`config.mk`:
```
export PLATFORM = sky130hd
export DESIGN_NAME = csr_lclint
export DESIGN_NICKNAME = d
export VERILOG_FILES = /design/src/rtl/csr_lclint.sv
export SDC_FILE = /design/constraint.sdc
export NUM_CORES = 1
export LEC_CHECK = 0
export BUFFER_PORTS_ARGS = -buffer_cell sky130_fd_sc_hd__buf_4
export CORE_MARGIN = 1.5
export CORE_UTILIZATION = 38
export DETAILED_ROUTE_END_ITERATION = 12
export GPL_TIMING_DRIVEN = 1
export PLACE_DENSITY = 0.8
export SYNTH_ARGS = -nofsm -noshare
export SYNTH_HDL_FRONTEND = slang
export SYNTH_SLANG_ARGS = --single-unit
```
`constraint.sdc`:
```
create_clock -name clk -period 2 [get_ports clk]
set_input_delay 0.3 -clock clk [delete_from_list [all_inputs] [get_ports clk]]
set_output_delay 0.3 -clock clk [all_outputs]
set_load 0.03 [all_outputs]
```
`src/rtl/csr_lclint.sv`:
```
// Local interrupt pending/enable block for mip/mie IDs 16 and up, with arbiter and request FSM.
// Define LCLINT_EDGE_EN to add the LCLMODE CSR and per-source edge capture.
module csr_lclint #(
    parameter int XLEN    = 64,
    parameter int NUM_IRQ = 16,
    parameter int IDW     = (NUM_IRQ > 1) ? $clog2(NUM_IRQ) : 1
) (
    input  logic               clk,
    input  logic               reset_n,
    input  logic               CSRMWriteM,
    input  logic               CSRSWriteM,
    input  logic [11:0]        CSRAdrM,
    input  logic [XLEN-1:0]    CSRWriteValM,
    input  logic [NUM_IRQ-1:0] LclIrq,
    input  logic [NUM_IRQ-1:0] LclDeleg,
    input  logic               IntAckM,
    output logic [NUM_IRQ-1:0] LclIP,
    output logic [NUM_IRQ-1:0] LclIE,
    output logic               IntReq,
    output logic [IDW-1:0]     IntId,
    output logic               IntToS
);

    localparam int HI = 16 + NUM_IRQ - 1;

    typedef enum logic {IDLE, REQ} state_t;

    state_t             state_q;
    logic               req_q;
    logic [IDW-1:0]     id_q;
    logic               tos_q;
    logic [NUM_IRQ-1:0] ie_q, ie_d;
    logic [NUM_IRQ-1:0] ip;
    logic [NUM_IRQ-1:0] cand;
    logic [NUM_IRQ-1:0] id_hot;
    logic [NUM_IRQ-1:0] wdata;
    logic [IDW-1:0]     win_id;
    logic               win_tos;
    logic               cur_live;
    logic               mie_wr, sie_wr;
    logic               unused_wval;

    assign wdata  = CSRWriteValM[HI:16];
    assign mie_wr = CSRMWriteM && (CSRAdrM == 12'h304);
    assign sie_wr = CSRSWriteM && (CSRAdrM == 12'h104);

    generate
        if (HI < XLEN - 1) begin : g_unused_hi
            assign unused_wval = ^{CSRWriteValM[XLEN-1:HI+1], CSRWriteValM[15:0]};
        end else begin : g_unused_lo
            assign unused_wval = ^CSRWriteValM[15:0];
        end
    endgenerate

    // S-mode writes only reach the enables of delegated sources
    always_comb begin
        ie_d = ie_q;
        if (mie_wr) begin
            ie_d = wdata;
        end else if (sie_wr) begin
            ie_d = (ie_q & ~LclDeleg) | (wdata & LclDeleg);
        end
    end

    always_comb begin
        id_hot = '0;
        for (int i = 0; i < NUM_IRQ; i++) begin
            id_hot[i] = (id_q == IDW'(i));
        end
    end

`ifdef LCLINT_EDGE_EN
    logic               mip_wr, sip_wr, mode_wr, ack_go;
    logic [NUM_IRQ-1:0] mode_q, mode_d;
    logic [NUM_IRQ-1:0] epend_q, epend_d;
    logic [NUM_IRQ-1:0] hist_q, hist_d;
    logic [NUM_IRQ-1:0] rise, wset, wclr, aclr;

    assign mip_wr  = CSRMWriteM && (CSRAdrM == 12'h344);
    assign sip_wr  = CSRSWriteM && (CSRAdrM == 12'h144);
    assign mode_wr = CSRMWriteM && (CSRAdrM == 12'h7C0);
    assign ack_go  = IntAckM && (state_q == REQ);

    // An edge seen this cycle wins over any write-0 or ack clear
    always_comb begin
        hist_d = LclIrq;
        mode_d = mode_wr ? wdata : mode_q;
        rise   = LclIrq & ~hist_q;
        wset   = '0;
        wclr   = '0;
        if (mip_wr) begin
            wset = wdata;
            wclr = ~wdata;
        end else if (sip_wr) begin
            wset = wdata & LclDeleg;
            wclr = ~wdata & LclDeleg;
        end
        aclr    = ack_go ? id_hot : '0;
        epend_d = mode_q & (rise | wset | (epend_q & ~(wclr | aclr)));
    end

    always_ff @(posedge clk or negedge reset_n) begin
        if (!reset_n) begin
            mode_q  <= '0;
            epend_q <= '0;
            hist_q  <= '0;
        end else begin
            mode_q  <= mode_d;
            epend_q <= epend_d;
            hist_q  <= hist_d;
        end
    end

    assign ip = (mode_q & epend_q) | (~mode_q & LclIrq);
`else
    assign ip = LclIrq;
`endif

    assign cand     = ip & ie_q;
    assign cur_live = |(cand & id_hot);

    always_comb begin
        win_id  = '0;
        win_tos = 1'b0;
        for (int i = NUM_IRQ - 1; i >= 0; i--) begin
            if (cand[i]) begin
                win_id  = IDW'(i);
                win_tos = LclDeleg[i];
            end
        end
    end

    always_ff @(posedge clk or negedge reset_n) begin
        if (!reset_n) begin
            ie_q <= '0;
        end else begin
            ie_q <= ie_d;
        end
    end

    // Winner is frozen while requesting; no pre-emption
    always_ff @(posedge clk or negedge reset_n) begin
        if (!reset_n) begin
            state_q <= IDLE;
            req_q   <= 1'b0;
            id_q    <= '0;
            tos_q   <= 1'b0;
        end else begin
            unique case (state_q)
                IDLE: begin
                    if (|cand) begin
                        state_q <= REQ;
                        req_q   <= 1'b1;
                        id_q    <= win_id;
                        tos_q   <= win_tos;
                    end
                end
                REQ: begin
                    if (IntAckM || !cur_live) begin
                        state_q <= IDLE;
                        req_q   <= 1'b0;
                    end
                end
            endcase
        end
    end

    assign LclIP  = ip;
    assign LclIE  = ie_q;
    assign IntReq = req_q;
    assign IntId  = id_q;
    assign IntToS = tos_q;

endmodule

```
# Word-level counts from Yosys, hierarchy flattened
# Cells that the tools add are included.
# totals
elab_cells	81
latch_bits	0
mem_count	0
in_bits	113
rom_bits	0
ramBits	0
reg_bits	23
# op_classes
mux	40
bitwise	7
n_mul	0
eq_ne	19
shifts	0
magnitude_cmp	0
addsub	0
reduce_logical	10
n_div	0
# ops
op	n
16-bit bitwise AND	4
4-bit 2-to-1 mux	16
4-bit equality test, second input constant	8
16-bit 2-to-1 mux	2
16-bit OR reduction	2
1-bit 2-to-1 mux	20
4-bit by 3-bit equality test with 1-bit output, second input constant	4
16-bit NOT	1
16-bit OR	1
12-bit by 10-bit equality test with 1-bit output, second input constant	1
12-bit by 9-bit equality test with 1-bit output, second input constant	1
4-bit by 2-bit equality test with 1-bit output, second input constant	2
4-bit by 1-bit equality test with 1-bit output, second input constant	1
4-bit zero test	1
1-bit case mux with 2 select lines	2
2-bit AND reduction	2
1-bit logical AND	2
2-bit by 1-bit inequality test with 1-bit output, second input constant	1
2-bit inequality test, second input constant	1
2-bit nonzero test	1
1-bit zero test	1
1-bit logical OR	1
1-bit NOT	1

# Logic depth before layout (Yosys ltp)
# Gate-level depths: netlist (run 1).
# logic_depth
word_depth	17
ltp_mapped	6
mapped_depth_nobuf	5

# Least setup slack after synthesis (run 1)
# No wires, ideal clock.
# synth_path
kind	flip-flop to flip-flop
start	register id_q[0], in the netlist IntId[0]
end	register req_q, in the netlist IntReq
required_time_ps	1927
arrival_time_ps	1793
setup_slack_ps	133
path_buffers	0
stages_incl_launch_ff	5
cell_sequence	dfrtp_1 mux4_2 and3_1 a2111o_1 a21oi_2
# synth_via
elab_chain_len	7
# synth_rtl
element	line	rtl
start, declared	30	logic [IDW-1:0] id_q;
start signal, assigned	154	id_q <= win_id;
4-bit by 1-bit equality test with 1-bit output, or another cell as far along	68	id_hot[i] = (id_q == IDW'(i));
16-bit bitwise AND (*)	120	assign cur_live = |(cand & id_hot);
16-bit OR reduction (*)	120	
1-bit zero test (*)	159	if (IntAckM || !cur_live) begin
1-bit logical OR (*)	159	
2-bit by 1-bit inequality test with 1-bit output (no source line) (*)	-	
2-bit AND reduction (no source line) (*)	-	
end signal, assigned	145	req_q <= 1'b0;
end signal, assigned	153	req_q <= 1'b1;
end signal, assigned	161	req_q <= 1'b0;
end, declared	29	logic req_q;
# Mark *: on every way between the ends. The rest lies on a longest branch, timed or not.
# A chain may end at the register's enable or synchronous reset.

# Worst setup path after layout (run 1)
# layout_path
start	register id_q[0], in the netlist IntId[0]
end	register state_q
# layout_via
elab_chain_len	7
# layout_rtl
element	line	rtl
4-bit by 1-bit equality test with 1-bit output, or another cell as far along	68	
16-bit bitwise AND (*)	120	
16-bit OR reduction (*)	120	
1-bit zero test (*)	159	
1-bit logical OR (*)	159	
1-bit 2-to-1 mux (*)	159	
1-bit case mux with 2 select lines (*)	149	unique case (state_q)
end signal, assigned	144	state_q <= IDLE;
end signal, assigned	152	state_q <= REQ;
end signal, assigned	160	state_q <= IDLE;
end, declared	28	state_t state_q;
# Marks and branches as above.

==> flow_summary.yaml, run 1 <==
outcome:
  status: "finished clean"
logic_synthesis:
  synth_fa_ha_area_share_pct: 0
  synthTopCellsByArea: "dfrtp_1, mux2_1, buf_4"
  synth_xor_area_share_pct: 0
  ys_seq_area_share_pct: 34.0
  synth-async-reset-ratio_pct: 100
  synth.avg_cell_area_sq_um: 9.09
  yosysTopAreaCell: "dfrtp_1"
  synth_top_family_by_area: "compound AO/OA/AOI/OAI gates"
  synth-seq-cells: 23
  yosys_warnings: 0
  synthMuxAreaShare_pct: 13.9
  synthFlopType: "dfrtp_1"
  synth_compound_area_share_pct: 26.7
  synth-edff-count: 0
  synthCells: 186
  synth.distinct_cells: 44
  syn_area_sq_um: 1690
  syn-num-nets: 299
  synth_simple_gate_area_share_pct: 16.6
  yosysTopAreaCellShare_pct: 34.0
finish:
  drive_gt1_share_pct: 42.2
  antenna_cells: 0
  mostFrequentLayoutCell: "buf_4"
  synthToLayoutAreaGrowth_pct: 48.4
  most-common-layout-cells: "buf_4, dfrtp_1, nand2_1, o21ai_1, mux2_1"
  nets: 396
  num-fill-cells: 406
  final_cell_area_sq_um: 2510
floorplanning:
  dieArea_sq_um: 4860
  rows: 24
  coreArea_sq_um: 4320
  start_util_pct: 39.1
  die_w_um: 69.7
  num_io_pins: 151
  die-height_um: 69.7
detailed_routing:
  viasPerCell: 5.65
  drt_wl_total_um: 5050
  drtIter0Drc: 95
  antenna_left: 0
  post_drt_wl_per_cell_um: 15.1
  dr_total_vias: 1886
  drc: 0
  dr.pass1.iters: 4
power_and_ir_drop:
  switching_share_pct: 31.9
  leakagePower_nw: 1.21
  ir_drop_v: 0.000255
  power_density_nw_per_um2: 476
  clkPwrFrac_pct: 25.1
  combPwrFrac_pct: 31.2
  switchingPower_w: 0.000381
  p_int_w: 0.000813
  power_frac_seq_pct: 43.8
timing:
  worst_pin_slew_ps: 527
  hold_viol_final: 0
  rsz0062_at_grt: "no"
  fin_skew_ps: 1.91
  tns_ps: 0
  fmax_mhz: 544
  fin_crit_sh_pct: 91.9
  setup_viol: 0
  holdWs_ps: 235
  finalMaxSlewViolations: 0
  slew_headroom_pct: 64.9
  post-route-min-period_ps: 1840
global_routing:
  grt_max_degree: 24
  grt_overflow: 0
  grt_use_total_pct: 21.1
  grt_antenna_before_repair: 0
  busiest_layer: "met2"
  grtUsageMet3_pct: 5.38
  grt_pass1_wl_um: 8330
  grt_pass1_vias: 1841
  grt_util_met2_pct: 35.9
  grtUsageMet1_pct: 25.9
worst_setup_path:
  arrival_ps: 2040
  rrSetupSlack_ps: 160
  path_class: "flop to flop"
  path_max_fanout: 6
  r2r_cells: 4
  endpoint_kind: "flop"
  reg2reg_from: "IntId[0]$_DFFE_PN0P_"
  startpoint_type: "flop"
  crit_required_ps: 2200
  r2r-end: "state_q$_DFF_PN0_"
cts:
  ctsResizeCount: 0
  clock_path_buffers: 2
  cts.sinks: 23
  cts_tree: "built"
  clkSlewWorstSetupHoldPaths_ps: 80
  cts_inserted_buffers: 3
  clkLatencyLatePin_ps: 270
  root_buffer: "clkbuf_8"
  h-tree-depth: 1
hold_path:
  whs_path_depth: 2
  hp-class: "primary input to flop"
  min_from: "CSRWriteValM[25]"
place:
  port-buffer-count: 102
  dp_hpwl_um: 4060
  dpl_cell_area_sq_um: 2450
  gp_congestion: 0.872
flow_run:
  cap_violations: 0
[synth_stat cells (all sizes together), types with 2 or more instances]
cell,count
o211ai,3
a21boi,2
buf,18
nand3,11
and2,4
a22o,2
mux2,16
inv,2
mux4,2
nor2,8
o21ai,28
a311oi,3
nand3b,2
a211oi,3
a41oi,2
a21oi,5
nand2,21
a22oi,8
dfrtp,23
and3,2
o221ai,2
nand2b,3
nor3b,2
[layer usage]
| layer | wire [um] | vias up | part of all wire (%) |
|---|---|---|---|
| met4 | 93 | 0 | 1.8 |
| met1 | 2000 | 895 | 40 |
| met3 | 458 | 11 | 9.1 |
| li1 | - | 897 | - |
| met2 | 2500 | 83 | 49 |
| met5 | 0 | - | 0 |
[critical path, cell delays in order (launching register included)]
cell and delay (ps):
dfrtp_1 500, mux4_2 540, and3_1 200, a2111o_1 390, o21ai_1 140
[what timing repair did]
| item | in CTS | in global routing |
|---|---|---|
| buffers inserted | 0 | 0 |
| endpoints found under the hold margin | 23 | 0 |
| hold buffers | 1 | 0 |
| setup endpoints to repair | 0 | 0 |
[cell type report]
type,count,area (sq um),share of cell area [%]
multi-input combinational,142,968,38.6
timing repair buffer,111,848,33.8
sequential,23,576,22.9
tap,52,65.1,2.59
clock buffer,4,45.0,1.79
inverter,2,7.51,0.299
[logic make-up (layout without fill, tap and decap cells)]
kind of cell,count (synthesis),count (layout)
multiplexers,19,19
AO/OA/AOI/OAI,66,66
flip-flops,23,23
buffers and inverters,21,117
AND/OR/NAND/NOR,57,57
[how the worst max path moves through the flow]
stage | start | to | cells after the start
global route | IntId[0]$_DFFE_PN0P_ | IntReq$_DFFE_PN0P_ | 4
global placement | CSRAdrM[1] | flop | 7
floorplan | IntId[0]$_DFFE_PN0P_ | IntReq$_DFFE_PN0P_ | 4
detailed placement | CSRAdrM[1] | flop | 7
CTS | IntId[0]$_DFFE_PN0P_ | IntReq$_DFFE_PN0P_ | 4
finish | IntId[0]$_DFFE_PN0P_ | state_q$_DFF_PN0_ | 4
[power groups by stage]
stage	combinational, W	clock, W	sequential, W
final	0.000372	0.000299	0.000523
after global placement	0.000367	0	0.000531
after detailed placement	0.000373	0	0.000530
after floorplan	0.000127	0	0.000581
after CTS	0.000376	0.000299	0.000522
after global routing	0.000397	0.000322	0.000525
[metrics by stage]
step                      utilization [%]  power [W]  cells  worst slack (ps)
after floorplan                         -   0.000708    186               133
after global placement               56.8   0.000898    329               161
after detailed placement             56.8   0.000903    329               126
after CTS                            58.0    0.00120    334               154
after global routing                 58.0    0.00124    334              90.5
final                                58.0    0.00119    334               161
No activity file was read; power rests on OpenSTA's default activity.
==> run 2, diff against run 1 <==
--- a/config.mk
+++ b/config.mk
@@ -6,11 +6,13 @@
 export NUM_CORES = 1
 export LEC_CHECK = 0
 export BUFFER_PORTS_ARGS = -buffer_cell sky130_fd_sc_hd__buf_4
+export CORE_ASPECT_RATIO = 1.1
 export CORE_MARGIN = 1.5
-export CORE_UTILIZATION = 38
+export CORE_UTILIZATION = 39
+export CTS_BUF_LIST = sky130_fd_sc_hd__clkbuf_8
 export DETAILED_ROUTE_END_ITERATION = 12
 export GPL_TIMING_DRIVEN = 1
-export PLACE_DENSITY = 0.8
+export PLACE_DENSITY = 0.82
 export SYNTH_ARGS = -nofsm -noshare
 export SYNTH_HDL_FRONTEND = slang
 export SYNTH_SLANG_ARGS = --single-unit
==> flow_summary.yaml, run 2 (synthesized netlist as in run 1, its figures left out) <==
floorplanning:
  die_w_um: 65.8
  start_util_pct: 41.7
  coreArea_sq_um: 4050
  dieArea_sq_um: 4740
  num_io_pins: 151
  rows: 24
  die-height_um: 72.1
timing:
  finalMaxSlewViolations: 0
  hold_viol_final: 0
  fin_skew_ps: 3.25
  worst_pin_slew_ps: 489
  fin_crit_sh_pct: 93.5
  tns_ps: 0
  setup_viol: 0
  rsz0062_at_grt: "no"
  slew_headroom_pct: 67.4
  post-route-min-period_ps: 1870
  fmax_mhz: 535
detailed_routing:
  drc: 0
  drt_wl_total_um: 5240
  dr.pass1.iters: 4
  dr_total_vias: 1863
  post_drt_wl_per_cell_um: 15.7
  viasPerCell: 5.58
  drtIter0Drc: 95
  antenna_left: 0
worst_setup_path:
  path_class: "flop to flop"
  startpoint_type: "flop"
  reg2reg_from: "IntId[0]$_DFFE_PN0P_"
  r2r_cells: 4
  r2r-end: "IntReq$_DFFE_PN0P_"
  arrival_ps: 2080
  endpoint_kind: "flop"
  path_max_fanout: 6
  rrSetupSlack_ps: 130
  crit_required_ps: 2220
hold_path:
  min_from: "CSRWriteValM[20]"
  whs_path_depth: 2
  hp-class: "primary input to flop"
cts:
  root_buffer: "clkbuf_8"
  ctsResizeCount: 0
  post-cts-setup-buffer-count: 0
  clkLatencyLatePin_ps: 280
  h-tree-depth: 1
  clkSlewWorstSetupHoldPaths_ps: 90
  cts_inserted_buffers: 3
  cts.sinks: 23
  holdBufCountCts: 1
  clock_path_buffers: 2
  cts_tree: "built"
global_routing:
  grt_pass1_vias: 1898
  grt_overflow: 0
  grt_antenna_before_repair: 0
  grt_use_total_pct: 22.7
  grt_pass1_wl_um: 8450
  grt_max_degree: 24
finish:
  drive_gt1_share_pct: 42.6
  most-common-layout-cells: "buf_4, dfrtp_1, nand2_1, o21ai_1, mux2_1"
  synthToLayoutAreaGrowth_pct: 48.4
  antenna_cells: 0
  mostFrequentLayoutCell: "buf_4"
  nets: 396
power_and_ir_drop:
  leakagePower_nw: 1.21
  power_w: 0.00121
  power_density_nw_per_um2: 483
  ir_drop_v: 0.000313
flow_run:
  cap_violations: 0
outcome:
  status: "finished clean"
place:
  dp_hpwl_um: 4140
  gp_congestion: 0.949
  port-buffer-count: 102
## run 2: changes by cell type in the layout (fill, tap and decap cells not counted), sizes merged
| cell | delta |
|---|---|
| clkbuf | -1 |
| clkinv | +1 |
## run 2: routing by layer
metal	vias up	track usage, %	routed length [um]
met5	-	0	0
met4	0	7.41	49
met3	5	3.72	441
met2	83	39.4	2590
met1	879	28.6	2160
li1	896	-	-
## run 2: critical path: stages (launching register included)
cell,delay (ps)
dfrtp_1,530
mux4_2,540
and3_1,200
a2111o_1,390
a21oi_2,150
## run 2: layout make-up
cell class / count / area [sq um]
Clock buffer: 3 / 41.3
Clock inverter: 1 / 5.00
Fill cell: 369 / 1540
Inverter: 2 / 7.51
Multi-Input combinational cell: 142 / 968
Sequential cell: 23 / 576
Tap cell: 52 / 65.1
Timing Repair Buffer: 111 / 848
## run 2: power by group
part	switching, W	leakage (nW)	internal [W]	total (W)
clock network	0.000173	0.0255	0.000140	0.000313
registers	0.0000280	0.317	0.000494	0.000522
logic	0.000201	0.869	0.000177	0.000378
## run 2: worst max-delay path by stage
stage,startpoint,end,depth (start not counted)
6_report,IntId[0]$_DFFE_PN0P_,IntReq$_DFFE_PN0P_,4
5_1_grt,IntId[0]$_DFFE_PN0P_,IntReq$_DFFE_PN0P_,4
4_1_cts,IntId[0]$_DFFE_PN0P_,IntReq$_DFFE_PN0P_,4
3_5_place_dp,IntId[0]$_DFFE_PN0P_,IntReq$_DFFE_PN0P_,4
3_3_place_gp,IntId[0]$_DFFE_PN0P_,IntReq$_DFFE_PN0P_,4
2_1_floorplan,IntId[0]$_DFFE_PN0P_,IntReq$_DFFE_PN0P_,4
## run 2: per-stage QoR
step                std cells  hold slack, ps  setup WS [ps]  util (%)  cell area, sq um
global route              334             229           59.9      61.9              2510
global placement          329             216            186      60.6              2450
CTS                       334             230            127      61.9              2510
detailed placement        329             218            150      60.6              2450
finish                    334             226            131      61.9              2510
floorplan                 186            4.41            133         -              1690
